--- src/rtl/cout_div_stage_if.sv ---
// Handshake/bus bundle for cout_div_stage.
// Parameters:
//   WIDTH - width of the divisor value div_n
//   EVT_W - width of the saturating tick counter evt_cnt
// Signals:
//   en, cout_in, div_n, load, clear_evt  : driven by the master (controller / upstream)
//   tick_out, sq_out, evt_cnt, ovf_err   : driven by the slave (the divider stage)
interface cout_div_stage_if #(
    parameter int unsigned WIDTH = 8,
    parameter int unsigned EVT_W = 16
) ();
    logic             en;
    logic             cout_in;
    logic [WIDTH-1:0] div_n;
    logic             load;
    logic             clear_evt;
    logic             tick_out;
    logic             sq_out;
    logic [EVT_W-1:0] evt_cnt;
    logic             ovf_err;

    modport master (
        output en, cout_in, div_n, load, clear_evt,
        input  tick_out, sq_out, evt_cnt, ovf_err
    );

    modport slave (
        input  en, cout_in, div_n, load, clear_evt,
        output tick_out, sq_out, evt_cnt, ovf_err
    );
endinterface

--- src/rtl/cout_div_stage.sv ---
// cout_div_stage: divides the upstream counter's carry-out pulse train by a
// runtime-programmable N, producing a one-cycle tick, a 50%-duty square wave
// and a saturating tick count with a sticky overflow flag.
//
// Ports:
//   clk  - system clock, all state on rising edge
//   rst  - asynchronous active-low reset
//   bus  - cout_div_stage_if.slave:
//          en        event-count enable (low freezes counting)
//          cout_in   upstream carry-out, may stay high for several cycles
//          div_n     divisor, latched when load=1 (0 behaves as 1)
//          load      latch div_n and restart the division
//          clear_evt clear evt_cnt and ovf_err
//          tick_out  one-cycle pulse every N events
//          sq_out    toggles on every tick
//          evt_cnt   saturating tick count
//          ovf_err   sticky: tick seen while evt_cnt was all-ones
//
// Optional feature (macro COUT_SYNC_EN): adds a two-flop synchronizer on
// cout_in ahead of the edge detector for an asynchronous upstream clock;
// event-to-tick latency grows by two cycles.
module cout_div_stage #(
    parameter int unsigned WIDTH       = 8,
    parameter int unsigned DIV_DEFAULT = 2,
    parameter int unsigned EVT_W       = 16
) (
    input  logic               clk,
    input  logic               rst,
    cout_div_stage_if.slave    bus
);

    localparam logic [EVT_W-1:0] EVT_MAX = '1;

    logic             w_cout;
    logic             w_rise;
    logic [WIDTH-1:0] w_div_eff;
    logic             w_last;
    logic             w_step;
    logic             w_tick;

    logic             r_cout;
    logic [WIDTH-1:0] r_cnt;
    logic [WIDTH-1:0] r_div_q;
    logic             r_tick;
    logic             r_sq;
    logic [EVT_W-1:0] r_evt;
    logic             r_ovf;

`ifdef COUT_SYNC_EN
    logic r_sync1;
    logic r_sync2;

    // Two-flop synchronizer for a cout_in from a foreign clock domain
    always_ff @(posedge clk or negedge rst) begin
        if (!rst) begin
            r_sync1 <= 1'b0;
            r_sync2 <= 1'b0;
        end else begin
            r_sync1 <= bus.cout_in;
            r_sync2 <= r_sync1;
        end
    end

    assign w_cout = r_sync2;
`else
    assign w_cout = bus.cout_in;
`endif

    // Rising-edge event; a stretched carry-out counts once
    assign w_rise    = w_cout & ~r_cout;

    // A zero divisor is treated as divide-by-one rather than a stall
    assign w_div_eff = (r_div_q == '0) ? WIDTH'(1) : r_div_q;
    assign w_last    = (r_cnt == (w_div_eff - WIDTH'(1)));

    // Load takes priority: a coincident event is dropped
    assign w_step    = bus.en & w_rise & ~bus.load;
    assign w_tick    = w_step & w_last;

    // Edge tracking keeps running while disabled so re-enable on a high
    // cout_in does not fabricate an event
    always_ff @(posedge clk or negedge rst) begin
        if (!rst) begin
            r_cout <= 1'b0;
            r_tick <= 1'b0;
        end else begin
            r_cout <= w_cout;
            r_tick <= w_tick;
        end
    end

    // Divisor register, event counter and square wave
    always_ff @(posedge clk or negedge rst) begin
        if (!rst) begin
            r_div_q <= WIDTH'(DIV_DEFAULT);
            r_cnt   <= '0;
            r_sq    <= 1'b0;
        end else if (bus.load) begin
            r_div_q <= bus.div_n;
            r_cnt   <= '0;
            r_sq    <= 1'b0;
        end else if (w_step) begin
            if (w_last) begin
                r_cnt <= '0;
                r_sq  <= ~r_sq;
            end else begin
                r_cnt <= r_cnt + WIDTH'(1);
            end
        end
    end

    // Saturating tick counter; clear beats a coincident tick
    always_ff @(posedge clk or negedge rst) begin
        if (!rst) begin
            r_evt <= '0;
            r_ovf <= 1'b0;
        end else if (bus.clear_evt) begin
            r_evt <= '0;
            r_ovf <= 1'b0;
        end else if (w_tick) begin
            if (r_evt == EVT_MAX) begin
                r_ovf <= 1'b1;
            end else begin
                r_evt <= r_evt + EVT_W'(1);
            end
        end
    end

    assign bus.tick_out = r_tick;
    assign bus.sq_out   = r_sq;
    assign bus.evt_cnt  = r_evt;
    assign bus.ovf_err  = r_ovf;

endmodule
--- src/flat_wrapper.sv ---
// flat-port wrapper written by rule: the top's interface ports become plain ports
module cout_div_stage_flat 
#(
    parameter int unsigned WIDTH       = 8,
    parameter int unsigned DIV_DEFAULT = 2,
    parameter int unsigned EVT_W       = 16
)
  (clk, rst, bus_en, bus_cout_in, bus_div_n, bus_load, bus_clear_evt, bus_tick_out, bus_sq_out, bus_evt_cnt, bus_ovf_err);
  cout_div_stage_if #(.WIDTH(WIDTH), .EVT_W(EVT_W)) bus_i ();
  input  logic clk;
  input  logic rst;
  input wire logic [$bits(bus_i.en)-1:0] bus_en;
  input wire logic [$bits(bus_i.cout_in)-1:0] bus_cout_in;
  input wire logic [$bits(bus_i.div_n)-1:0] bus_div_n;
  input wire logic [$bits(bus_i.load)-1:0] bus_load;
  input wire logic [$bits(bus_i.clear_evt)-1:0] bus_clear_evt;
  output wire logic [$bits(bus_i.tick_out)-1:0] bus_tick_out;
  output wire logic [$bits(bus_i.sq_out)-1:0] bus_sq_out;
  output wire logic [$bits(bus_i.evt_cnt)-1:0] bus_evt_cnt;
  output wire logic [$bits(bus_i.ovf_err)-1:0] bus_ovf_err;
  assign bus_i.en = bus_en;
  assign bus_i.cout_in = bus_cout_in;
  assign bus_i.div_n = bus_div_n;
  assign bus_i.load = bus_load;
  assign bus_i.clear_evt = bus_clear_evt;
  assign bus_tick_out = bus_i.tick_out;
  assign bus_sq_out = bus_i.sq_out;
  assign bus_evt_cnt = bus_i.evt_cnt;
  assign bus_ovf_err = bus_i.ovf_err;
  cout_div_stage #(.WIDTH(WIDTH), .DIV_DEFAULT(DIV_DEFAULT), .EVT_W(EVT_W)) u_core (.clk(clk), .rst(rst), .bus(bus_i));
endmodule
--- config.mk ---
export PLATFORM = sky130hd
export DESIGN_NAME = cout_div_stage_flat
export DESIGN_NICKNAME = d
export VERILOG_FILES = /design/src/rtl/cout_div_stage_if.sv /design/src/rtl/cout_div_stage.sv /design/src/flat_wrapper.sv
export SDC_FILE = /design/constraint.sdc
export NUM_CORES = 1
export LEC_CHECK = 0
export BUFFER_PORTS_ARGS = -buffer_cell sky130_fd_sc_hd__buf_2
export CAP_MARGIN = 20
export CORE_MARGIN = 2
export CORE_UTILIZATION = 60
export DETAILED_ROUTE_END_ITERATION = 8
export GPL_ROUTABILITY_DRIVEN = 0
export PLACE_DENSITY = 0.92
export SETUP_SLACK_MARGIN = 0.15
export SKIP_CTS_REPAIR_TIMING = 1
export SYNTH_ARGS = -nofsm -noshare
export SYNTH_HDL_FRONTEND = slang
export SYNTH_SLANG_ARGS = --single-unit
--- constraint.sdc ---
create_clock -name clk -period 6.8 [get_ports clk]
set_clock_uncertainty 0.15 [all_clocks]
set_input_delay 1.02 -clock clk [delete_from_list [all_inputs] [get_ports clk]]
set_output_delay 1.02 -clock clk [all_outputs]
set_load 0.05 [all_outputs]
==> flow_summary_export.csv <==
group,metric,value,unit
detailed_routing,drc,0,
setup_path,critical_path_class,"reg2reg",
detailed_routing,dr_wl_met2,2070,um
global_route,grt-ovfl-total,0,
synth,ys_types,52,
die,rows,21,
pwr,p_per_area,167,nW/um2
synth,ys_warn_count,0,
die,start_util,63.3,%
setup_path,slowest_stage,"dfrtp_1",
die,dieArea,4070,um2
setup_path,critical_path.endpoint_type,"flip-flop",
die,ioPinCount,33,
pwr,switching_power,0.000107,W
synth,ys_seq_area_share,42.1,%
worst_hold_path,hold_path_end,"u_core.bus.ovf_err",
timing,rsz0062_at_grt,"no",
cells_and_area,layout_common_cells,"dfrtp_1 (35), buf_2 (32), nor2_1 (21)",
detailed_routing,wl_met3,290,um
synth,avgSynthCellArea,9.20,um2
setup_path,reg2reg_slack,3.26,ns
detailed_routing,first_pass_iters,5,
synth,synth_seq_cells,36,
clock_network,cts_max_path_buffers,2,
detailed_routing,antenna_left,0,
detailed_routing,drt_iter0_drc,268,
clock_network,tritoncts,"yes",
setup_path,cp_num_buf_inv,0,
setup_path,r2r-start,"u_core.r_div_q[3]",
detailed_routing,num_vias,1938,
synth,synth_area,2140,um2
worst_hold_path,min_path_cells,1,
clock_network,cts.sinks,36,
placement,hpwl,3230,um
setup_path,crit_path_start_kind,"flip-flop",
cells_and_area,drive_above_1_share,24.8,%
pwr,sw_frac_of_total,27.0,%
timing,drv_slew,0,
global_route,grt_pass1_vias,1751,
pwr,p_seq_share,57.8,%
synth,yosys-mux-area-fraction,7.35,%
detailed_routing,drt-total-wl,4650,um
detailed_routing,vias_per_cell,6.29,
job,cap_violations,0,
pwr,internal_power,0.000290,W
cells_and_area,diodes,0,
synth,synth-xor-area-share,2.04,%
global_route,grt_pass1_wl,8040,um
clock_network,clkLatencyLatePin,0.34,ns
detailed_routing,drt-wirelength-per-cell,15.1,um
setup_path,cp_slowest_stage_delay,0.45,ns
setup_path,crit_family,"simple AND/OR/NAND/NOR gates",
clock_network,htreeDepth,2,
clock_network,clkTransAtPathRegs,0.11,ns
setup_path,timing.rr.end,"u_core.bus.evt_cnt[0]",
timing,min_period,3.54,ns
detailed_routing,highest_layer,"met4",
pwr,p_clk_share,30.5,%
timing,fin_crit_sh,52.1,%
setup_path,r2r_cells,10,
timing,setup_viol,0,
cells_and_area,syn_to_final_growth,10.5,%
synth,synth_top_family_by_area,"simple AND/OR/NAND/NOR gates",
synth,synthTopCellsByArea,"dfrtp_1 (41%), mux2_2 (7.4%), nor2_1 (3.7%), nand2_1 (3.0%), nor2b_1 (2.9%)",
pwr,leakage,1.05,nW
worst_hold_path,hp-class,"reg2reg",
synth,synth_fp_nets,250,
pwr,ir_drop,0.115,mV
global_route,grt_use_total,25.3,%
setup_path,arrival,3.63,ns
placement,place_ws,3.30,ns
run_status,status,"finished, final reports clean",
setup_path,required,6.89,ns
worst_hold_path,min-delay-start,"u_core.bus.ovf_err",
cells_and_area,final_common_cell,"dfrtp_1",
clock_network,cts_root_buf,"clkbuf_4",
synth,yosysTopAreaCellShare,40.8,%
cells_and_area,final_util,69.9,%
clock_network,cts_buffers,5,
timing,fin_setup_tns,0,ns
global_route,antenna_found_initial,0,
timing,setup_slack,3.26,ns
pwr,power_frac_comb,11.7,%
synth,synth_compound_area_share,15.1,%
setup_path,path_cells,"nor4_1, a21oi_1, ha_1, a22oi_1, o221ai_1, a311oi_1, o2111ai_2, or2_1, nor3_1, mux2_2",
synth,synth_simple_gate_area_share,27.8,%
die,die_y,63.8,um
synth,synthAdderAreaFrac,1.75,%
synth,synth_ff_type,"dfrtp_1",
timing,relSlewSlack,47.2,%
synth,syn-instance-count,233,
synth,synth.largest_area_cell,"dfrtp_1",
cells_and_area,layout.nets,278,
die,die_x,63.8,um
setup_path,cp_max_fo,17,
global_route,grt_max_degree,37,
timing,hold_viol_final,0,
timing,fmax,282,MHz
synth,ys_async_sr_fraction,100,%
die,coreArea,3390,um2
synth,synth_edf_count,0,
detailed_routing,m1WireLength,2170,um
timing,worstMarginPinSlew,0.792,ns
placement,numPortBuffers,32,
## power groups by stage
| stage | Clock (W) | Combinational, W | Sequential, W |
|---|---|---|---|
| floorplan | 0 | 0.0000327 | 0.000231 |
| global placement | 0 | 0.0000445 | 0.000233 |
| detailed placement | 0 | 0.0000461 | 0.000233 |
| CTS | 0.000123 | 0.0000463 | 0.000229 |
| global route | 0.000131 | 0.0000524 | 0.000230 |
| finish | 0.000121 | 0.0000465 | 0.000229 |
## state kept, by name (all words and copies together) (netlist names)
| name | count |
|---|---|
| u_core.r_div_q | 8 |
| u_core.bus.ovf_err | 1 |
| u_core.bus.evt_cnt | 16 |
| u_core.bus.sq_out | 1 |
| u_core.r_cout | 1 |
| u_core.bus.tick_out | 1 |
| u_core.r_cnt | 8 |
## worst reg2reg max path, stage by stage, from the launching register on
cell,delay (ns)
dfrtp_1,0.45
nor4_1,0.37
a21oi_1,0.15
ha_1,0.33
a22oi_1,0.15
o221ai_1,0.14
a311oi_1,0.28
o2111ai_2,0.21
or2_1,0.45
nor3_1,0.39
mux2_2,0.37
## area by class of cell
cell class	count	area (um2)
repair buffers	32	160
well taps	46	57.6
flip-flops and latches	36	902
inverters	9	33.8
clock buffers	8	58.8
fillers	257	1020
multi-input cells	177	1160
## cell families (layout without fill, tap and decap cells)
| family | Yosys count | count (layout) |
|---|---|---|
| buf+inv | 20 | 49 |
| flops | 36 | 36 |
| xor+xnor | 5 | 5 |
| compound gates | 47 | 47 |
| mux | 14 | 14 |
| fa+ha+maj | 3 | 3 |
| simple gates | 108 | 108 |
## worst max path at each step
stage / from / endpoint / slack, ns / cells after the start
floorplan: u_core.r_div_q[3] / u_core.bus.evt_cnt[0] / 3.63 / 11
global placement: u_core.r_div_q[3] / u_core.bus.evt_cnt[0] / 3.37 / 10
detailed placement: u_core.r_div_q[3] / u_core.bus.evt_cnt[0] / 3.30 / 10
CTS: u_core.r_div_q[3] / u_core.bus.evt_cnt[0] / 3.26 / 10
global route: u_core.r_div_q[3] / u_core.bus.evt_cnt[0] / 2.95 / 10
finish: u_core.r_div_q[3] / u_core.bus.evt_cnt[0] / 3.26 / 10
## layer usage
metal,global-route usage (%),vias to the layer above
met1,35.3,914
met2,38.5,92
met3,4.75,18
li1,-,914
met5,0,-
met4,10.9,0
## synthesized netlist by cell type (all sizes together) (5+ instances only)
| cell type | n |
|---|---|
| dfrtp | 35 |
| nor2 | 22 |
| nand2 | 17 |
| mux2 | 14 |
| a21oi | 11 |
| nor2b | 10 |
| inv | 9 |
| nand3 | 9 |
| nor3 | 9 |
| o21ai | 9 |
| clkbuf | 7 |
| nand4 | 6 |
| a31oi | 5 |
| and4 | 5 |
| or4 | 5 |
## metrics by stage
stage	hold WS, ns	instances	power, W	instance area [um2]
3_5_place_dp	0.347	300	0.000279	2310
2_1_floorplan	0.338	233	0.000263	2140
4_1_cts	0.371	308	0.000398	2370
5_1_grt	0.408	308	0.000414	2370
3_3_place_gp	0.346	300	0.000277	2310
6_report	0.374	308	0.000397	2370
(Power assumes the default switching activity.)
